## src/rtl/fw_hex_loader_pkg.sv

```systemverilog
// Shared definitions for the Intel-HEX firmware loader: record types,
// error codes, loader state encoding and a small character helper.
package fw_hex_loader_pkg;

  localparam int DEF_ADDR_WIDTH = 16;
  localparam int DEF_REG_WIDTH  = 8;

  localparam logic [7:0] HEX_TYPE_DATA = 8'h00;
  localparam logic [7:0] HEX_TYPE_EOF  = 8'h01;

  localparam logic [1:0] ERR_NONE         = 2'd0;
  localparam logic [1:0] ERR_ILLEGAL_CHAR = 2'd1;
  localparam logic [1:0] ERR_CHECKSUM     = 2'd2;
  localparam logic [1:0] ERR_UNSUPPORTED  = 2'd3;

  typedef enum logic [3:0] {
    ST_IDLE,
    ST_COUNT,
    ST_ADDR,
    ST_TYPE,
    ST_DATA,
    ST_CSUM,
    ST_CHECK,
    ST_COMMIT,
    ST_DONE,
    ST_ERR
  } loader_state_t;

  // Whitespace tolerated between records: CR, LF and space.
  function automatic logic is_blank(input logic [7:0] c);
    return (c == 8'h0D) || (c == 8'h0A) || (c == 8'h20);
  endfunction

endpackage

```

## src/rtl/fw_hex_loader_hex_ascii_decode.sv

```systemverilog
// Combinational ASCII hex digit decoder: accepts 0-9, A-F and a-f.
module hex_ascii_decode (
  input  logic [7:0] char_in,
  output logic       valid,
  output logic [3:0] nibble
);

  // Map one ASCII character to its nibble value, flagging non-hex input.
  always_comb begin
    valid  = 1'b0;
    nibble = 4'h0;
    if (char_in >= 8'h30 && char_in <= 8'h39) begin
      valid  = 1'b1;
      nibble = 4'(char_in - 8'h30);
    end else if (char_in >= 8'h41 && char_in <= 8'h46) begin
      valid  = 1'b1;
      nibble = 4'(char_in - 8'h37);
    end else if (char_in >= 8'h61 && char_in <= 8'h66) begin
      valid  = 1'b1;
      nibble = 4'(char_in - 8'h57);
    end
  end

endmodule

```

## src/rtl/fw_hex_loader.sv

```systemverilog
// Intel-HEX firmware loader: parses an ASCII record stream, verifies each
// record's checksum, replays good data records into memory one byte per
// cycle and releases the CPU reset once the EOF record is accepted.
module fw_hex_loader
  import fw_hex_loader_pkg::*;
#(
  parameter int ADDR_WIDTH = DEF_ADDR_WIDTH,
  parameter int DATA_WIDTH = DEF_REG_WIDTH,
  parameter int MAX_REC    = 16
) (
  input  logic                  clk,
  input  logic                  reset_n,
  input  logic [7:0]            char_in,
  input  logic                  char_valid,
  output logic                  char_ready,
  output logic                  mem_we,
  output logic [ADDR_WIDTH-1:0] mem_addr,
  output logic [DATA_WIDTH-1:0] mem_din,
  output logic                  cpu_reset_n,
  output logic                  done,
  output logic                  error,
  output logic [1:0]            err_code,
  output logic [15:0]           rec_count
);

  localparam int IDX_W  = $clog2(MAX_REC) + 1;
  localparam int BUF_AW = (MAX_REC > 1) ? $clog2(MAX_REC) : 1;
  localparam logic [8:0] MAX_REC_LIM = 9'(MAX_REC);

  loader_state_t   state;
  logic [7:0]      sum_reg;
  logic [3:0]      hi_nib_reg;
  logic            phase_reg;     // 1 once the high nibble of a byte is held
  logic [IDX_W-1:0] count_reg;
  logic [IDX_W-1:0] idx_reg;      // address byte / data byte / commit index
  logic [15:0]     base_reg;
  logic [7:0]      type_reg;
  logic [DATA_WIDTH-1:0] rec_buf [MAX_REC];

  logic       hex_valid;
  logic [3:0] hex_nib;
  logic [7:0] cur_byte;
  logic       accept;
  logic       buf_we;

  hex_ascii_decode u_decode (
    .char_in (char_in),
    .valid   (hex_valid),
    .nibble  (hex_nib)
  );

  assign char_ready = !(state inside {ST_CHECK, ST_COMMIT, ST_DONE});
  assign accept     = char_valid && char_ready;
  assign cur_byte   = {hi_nib_reg, hex_nib};
  assign buf_we     = accept && hex_valid && phase_reg && (state == ST_DATA);

  // Record buffer: captures each completed data byte at its index.
  always_ff @(posedge clk) begin
    if (buf_we) begin
      rec_buf[idx_reg[BUF_AW-1:0]] <= DATA_WIDTH'(cur_byte);
    end
  end

  // Loader FSM: parse, checksum, commit, and drive all registered outputs.
  always_ff @(posedge clk or negedge reset_n) begin
    if (!reset_n) begin
      state       <= ST_IDLE;
      sum_reg     <= 8'h00;
      hi_nib_reg  <= 4'h0;
      phase_reg   <= 1'b0;
      count_reg   <= '0;
      idx_reg     <= '0;
      base_reg    <= 16'h0000;
      type_reg    <= 8'h00;
      mem_we      <= 1'b0;
      mem_addr    <= '0;
      mem_din     <= '0;
      cpu_reset_n <= 1'b0;
      done        <= 1'b0;
      error       <= 1'b0;
      err_code    <= ERR_NONE;
      rec_count   <= 16'h0000;
    end else begin
      case (state)
        ST_IDLE: begin
          if (accept) begin
            if (char_in == 8'h3A) begin
              state     <= ST_COUNT;
              sum_reg   <= 8'h00;
              phase_reg <= 1'b0;
            end else if (!is_blank(char_in)) begin
              state    <= ST_ERR;
              error    <= 1'b1;
              err_code <= ERR_ILLEGAL_CHAR;
            end
          end
        end

        ST_COUNT, ST_ADDR, ST_TYPE, ST_DATA, ST_CSUM: begin
          if (accept) begin
            if (!hex_valid) begin
              state    <= ST_ERR;
              error    <= 1'b1;
              err_code <= ERR_ILLEGAL_CHAR;
            end else if (!phase_reg) begin
              hi_nib_reg <= hex_nib;
              phase_reg  <= 1'b1;
            end else begin
              phase_reg <= 1'b0;
              sum_reg   <= sum_reg + cur_byte;
              case (state)
                ST_COUNT: begin
                  if ({1'b0, cur_byte} > MAX_REC_LIM) begin
                    state    <= ST_ERR;
                    error    <= 1'b1;
                    err_code <= ERR_UNSUPPORTED;
                  end else begin
                    count_reg <= IDX_W'(cur_byte);
                    idx_reg   <= '0;
                    state     <= ST_ADDR;
                  end
                end
                ST_ADDR: begin
                  // Big-endian: the first byte shifts up into the high half.
                  base_reg <= {base_reg[7:0], cur_byte};
                  idx_reg  <= idx_reg + 1'b1;
                  if (idx_reg != '0) state <= ST_TYPE;
                end
                ST_TYPE: begin
                  type_reg <= cur_byte;
                  idx_reg  <= '0;
                  if (cur_byte != HEX_TYPE_DATA && cur_byte != HEX_TYPE_EOF) begin
                    state    <= ST_ERR;
                    error    <= 1'b1;
                    err_code <= ERR_UNSUPPORTED;
                  end else if (count_reg == '0) begin
                    state <= ST_CSUM;
                  end else begin
                    state <= ST_DATA;
                  end
                end
                ST_DATA: begin
                  idx_reg <= idx_reg + 1'b1;
                  if (idx_reg == count_reg - 1'b1) state <= ST_CSUM;
                end
                default: state <= ST_CHECK;
              endcase
            end
          end
        end

        ST_CHECK: begin
          if (sum_reg != 8'h00) begin
            state    <= ST_ERR;
            error    <= 1'b1;
            err_code <= ERR_CHECKSUM;
          end else if (type_reg == HEX_TYPE_EOF) begin
            state       <= ST_DONE;
            done        <= 1'b1;
            cpu_reset_n <= 1'b1;
          end else if (count_reg == '0) begin
            state     <= ST_IDLE;
            rec_count <= (rec_count == 16'hFFFF) ? rec_count : rec_count + 16'd1;
          end else begin
            state    <= ST_COMMIT;
            mem_we   <= 1'b1;
            mem_addr <= ADDR_WIDTH'(base_reg);
            mem_din  <= rec_buf[0];
            idx_reg  <= IDX_W'(1);
          end
        end

        ST_COMMIT: begin
          if (idx_reg == count_reg) begin
            mem_we    <= 1'b0;
            state     <= ST_IDLE;
            rec_count <= (rec_count == 16'hFFFF) ? rec_count : rec_count + 16'd1;
          end else begin
            // Address increments modulo 2^ADDR_WIDTH, so records may wrap.
            mem_addr <= mem_addr + 1'b1;
            mem_din  <= rec_buf[idx_reg[BUF_AW-1:0]];
            idx_reg  <= idx_reg + 1'b1;
          end
        end

        ST_DONE, ST_ERR: begin
          // Terminal until reset; ERR keeps char_ready high to drain input.
        end

        default: state <= ST_IDLE;
      endcase
    end
  end

endmodule

```

## config.mk

```make
export PLATFORM = sky130hd
export DESIGN_NAME = fw_hex_loader
export DESIGN_NICKNAME = d
export VERILOG_FILES = /design/src/rtl/fw_hex_loader_pkg.sv /design/src/rtl/fw_hex_loader_hex_ascii_decode.sv /design/src/rtl/fw_hex_loader.sv
export SDC_FILE = /design/constraint.sdc
export NUM_CORES = 1
export LEC_CHECK = 0
export CAP_MARGIN = 40
export CORE_ASPECT_RATIO = 0.7
export CORE_MARGIN = 8
export CORE_UTILIZATION = 35
export CTS_CLUSTER_SIZE = 40
export DETAILED_ROUTE_END_ITERATION = 10
export HOLD_SLACK_MARGIN = 0.12
export PLACE_DENSITY = 0.5
export SETUP_SLACK_MARGIN = 0.1
export SLEW_MARGIN = 25
export SYNTH_ARGS = -nofsm -noshare
export SYNTH_HDL_FRONTEND = slang
export SYNTH_SLANG_ARGS = --single-unit
```

## constraint.sdc

```tcl
create_clock -name clk -period 5.5 [get_ports clk]
set_input_delay 1.1 -clock clk [delete_from_list [all_inputs] [get_ports clk]]
set_output_delay 1.1 -clock clk [all_outputs]
set_load 0.03 [all_outputs]
```

==> results by group <==
Synth
  – Register area share after synthesis: 59.2%
  – EDFF count, synth: 128
  – Post-synthesis mux area share: 11.9%
  – Mapped Cells: 817
  – Most instantiated library cell after synthesis: edfxtp_1
  – Ys async rst share: 42.9%
  – Synth area leader: edfxtp_1
  – Synth Area in Compound Gates: 10.1%
  – Ys flop type: edfxtp_1
  – Yosys reg bits: 224
  – Area share of fa/ha/maj cells after synthesis: 2.33%
  – Synth cell types: 71
  – Synthesized area per cell: 12.9 um2
  – Synth top area share: 36.5%
  – YS warnings: 0
  – Netlist Area Pre-Place: 10500 um2
  – Xor-xnor portion of the synthesized cell area: 2.33%
  – Post-synth top cells: edfxtp_1 (128), dfrtp_1 (96), nand2_1 (85)
  – Synth Net Count: 847
  – Largest family of logic cells by synthesized area: multiplexers
  – Area contributors post-synth: edfxtp_1 (36%), dfrtp_1 (23%), mux4_2 (8.5%), nand2_1 (3.0%), ha_1 (2.1%)
  – Post-Synth Simple-Gate Area: 11.8%

Finish
  – Synth-to-Final Area Change: 18.4%
  – Non-filler instance count after layout: 1291
  – # diodes: 0
  – Fin nets: 919
  – Core Util, Final: 41.8%
  – Layout cells sized above 1: 16.3%
  – Max reg flops: 128
  – Design Area, Final: 12500 um2

Power
  – Tot Pwr: 5.35 mW
  – Static Leakage: 4.69 nW
  – VDD IR max: 0.249 mV
  – Pwr Density: 428 nW/um2

Routing
  – DRT antenna net count: 0
  – Average wire per cell in the routed design: 21.1 um
  – Vias per inst: 5.40
  – Total vias in the final route: 6975
  – First-pass iteration count of the detailed router: 5
  – DRC: 0
  – DR WL met2: 10600 um
  – Met1 wire length: 14300 um
  – Post-Route WL: 27300 um
  – Top Layer Used: met4
  – Met3 wire length: 1950 um
  – DR iter-0 viols: 598

Clock tree
  – Reg clk slew, reported paths: 0.06 ns
  – CTS Root Cell: clkbuf_16
  – Cts hold-fix bufs: 0
  – CTS HTree Levels: 1
  – Cts bufs inserted: 23
  – Worst skew pair latency: 0.52 ns
  – CTS tree: done
  – CTS Buffer Depth: 3
  – Total setup buffers inserted after CTS: 0
  – Clock sinks: 224
  – Cts repair resizes: 0

Worst setup path
  – Crit path cell chain: clkdlybuf4s50_1 -> inv_1 -> ha_1 -> o21bai_1 -> a21oi_1 -> nor2_1 -> nor2_1 -> ha_1 -> nor2b_1 -> o21ai_0 -> a21oi_1 -> o21a_1 -> o21a_1 -> o41ai_1
  – Worst path required time: 5.91 ns
  – Crit end category: register
  – Max incr delay on CP: 0.61 ns
  – Slowest CP cell: clkdlybuf4s50_1
  – FF-to-FF Start: state[3]$_DFFE_PN0P_
  – Setup Crit Path Kind: in -> reg
  – R2R cell count: 6
  – R2R setup slack: 2.08 ns
  – CP max FO: 9
  – Capture point of the worst reg-to-reg path: rec_buf[0][1]$_DFFE_PP_
  – Crit path DAT: 4.70 ns
  – Startpoint types: primary input

GRT
  – GRT overflow: 0
  – Largest net degree at the start of global routing: 59
  – Total global-route track usage: 15.2%
  – Vias in the first global route: 6881
  – First-pass GRT wire length: 42900 um
  – Initial antenna violation count: 0

Place
  – Placed Area: 11600 um2
  – Detailed Place HPWL: 18900 um
  – Placed Cells: 1246
  – Pre-CTS WS: 0.741 ns
  – RePlAce Congestion: 0.840
  – IO Port Bufs: 57

Flow run
  – Max-cap violations: 0

Timing
  – Slew of the pin with the lowest slew margin: 0.834 ns
  – Final worst-path cycle share: 78.0%
  – Setup TNS: 0 ns
  – Worst Skew: 0.0111 ns
  – Fin crit period: 4.29 ns
  – RSZ-0062 raised after global routing: no
  – Finish-stage setup viols: 0
  – Slew HR: 44.4%
  – Worst hold slack: 0.478 ns
  – Final hold viol count: 0
  – Setup ws final: 1.21 ns
  – Max Slew Vio Count: 0
  – Achievable Freq: 0.233 GHz

Floorplanning
  – IO Count: 58
  – Initial core utilization: 35.3%
  – Die Y: 161 um
  – Core area: 29800 um2
  – Num rows: 53
  – Die Area: 36000 um2
  – Die W: 223 um

Hold path
  – Min-Delay Endpoint: type_reg[3]$_DFFE_PN0P_
  – Hold_sp: type_reg[3]$_DFFE_PN0P_
  – Hold Crit Class: reg -> reg
  – Hold path cells: 2

Run status
  – Status: finished clean
-- cells by family (layout without fill, tap and decap cells) --
kind of cell / Yosys count / in the layout
fa+ha+maj: 19 / 19
xor+xnor: 28 / 28
flops: 224 / 224
mux: 68 / 68
simple gates: 252 / 252
buf+inv: 61 / 150
compound gates: 165 / 165
-- layout make-up --
type                    count  area, um2
clock buffers              28        634
fillers                  2801      17400
multi-input cells         532       4060
well taps                 385        482
flip-flops and latches    224       6250
inverters                  21       78.8
repair buffers             87        818
clock inverters            14        154
-- where the power goes --
group | switching, mW | leakage (nW) | total [mW] | internal (mW)
sequential | 0.224 | 2.40 | 2.17 | 1.95
combinational | 0.921 | 1.90 | 1.54 | 0.616
clock | 0.671 | 0.394 | 1.64 | 0.965
total | 1.82 | 4.69 | 5.35 | 3.53
-- worst max-delay path, delay by kind of cell --
kind / cells / cell delay [ns]
fa+ha+maj: 2 / 0.61
compound gates: 7 / 1.35
simple gates: 3 / 0.92
buf+inv: 2 / 0.71
-- how the worst max path moves through the flow --
stage	start	slack, ns	endpoint	cells past startpoint
3_5_place_dp	char_in[1]	0.74	sum_reg[6]$_DFFE_PN0P_	14
5_1_grt	char_in[1]	0.86	sum_reg[7]$_DFFE_PN0P_	14
6_report	char_in[0]	1.21	sum_reg[6]$_DFFE_PN0P_	14
2_1_floorplan	char_in[1]	1.36	sum_reg[6]$_DFFE_PN0P_	13
3_3_place_gp	char_in[0]	0.86	sum_reg[7]$_DFFE_PN0P_	14
4_1_cts	char_in[1]	1.28	sum_reg[6]$_DFFE_PN0P_	14
-- routing by layer --
metal  vias up  GRT usage [%]
met2       174           20.4
met3        30           4.11
met1      3505           24.0
met4         0           2.93
met5         -              0
li1       3266              -
-- cells in the final DEF, fill, tap and decap left out, drive strengths merged, types with 8 or more instances in the layout --
cell / count
clkbuf: 29
o21ai: 39
clkdlybuf4s50: 56
clkinv: 8
edfxtp: 128
nand2: 85
inv: 23
nand3: 25
nor2: 56
a211oi: 10
xnor2: 18
nor3: 14
xor2: 10
mux4: 40
a31oi: 10
dfrtp: 96
o22ai: 8
nor4: 9
buf: 30
and3: 9
ha: 18
nand4: 10
mux2: 23
a21oi: 42
Note: power is estimated with default switching activity, not from simulation.
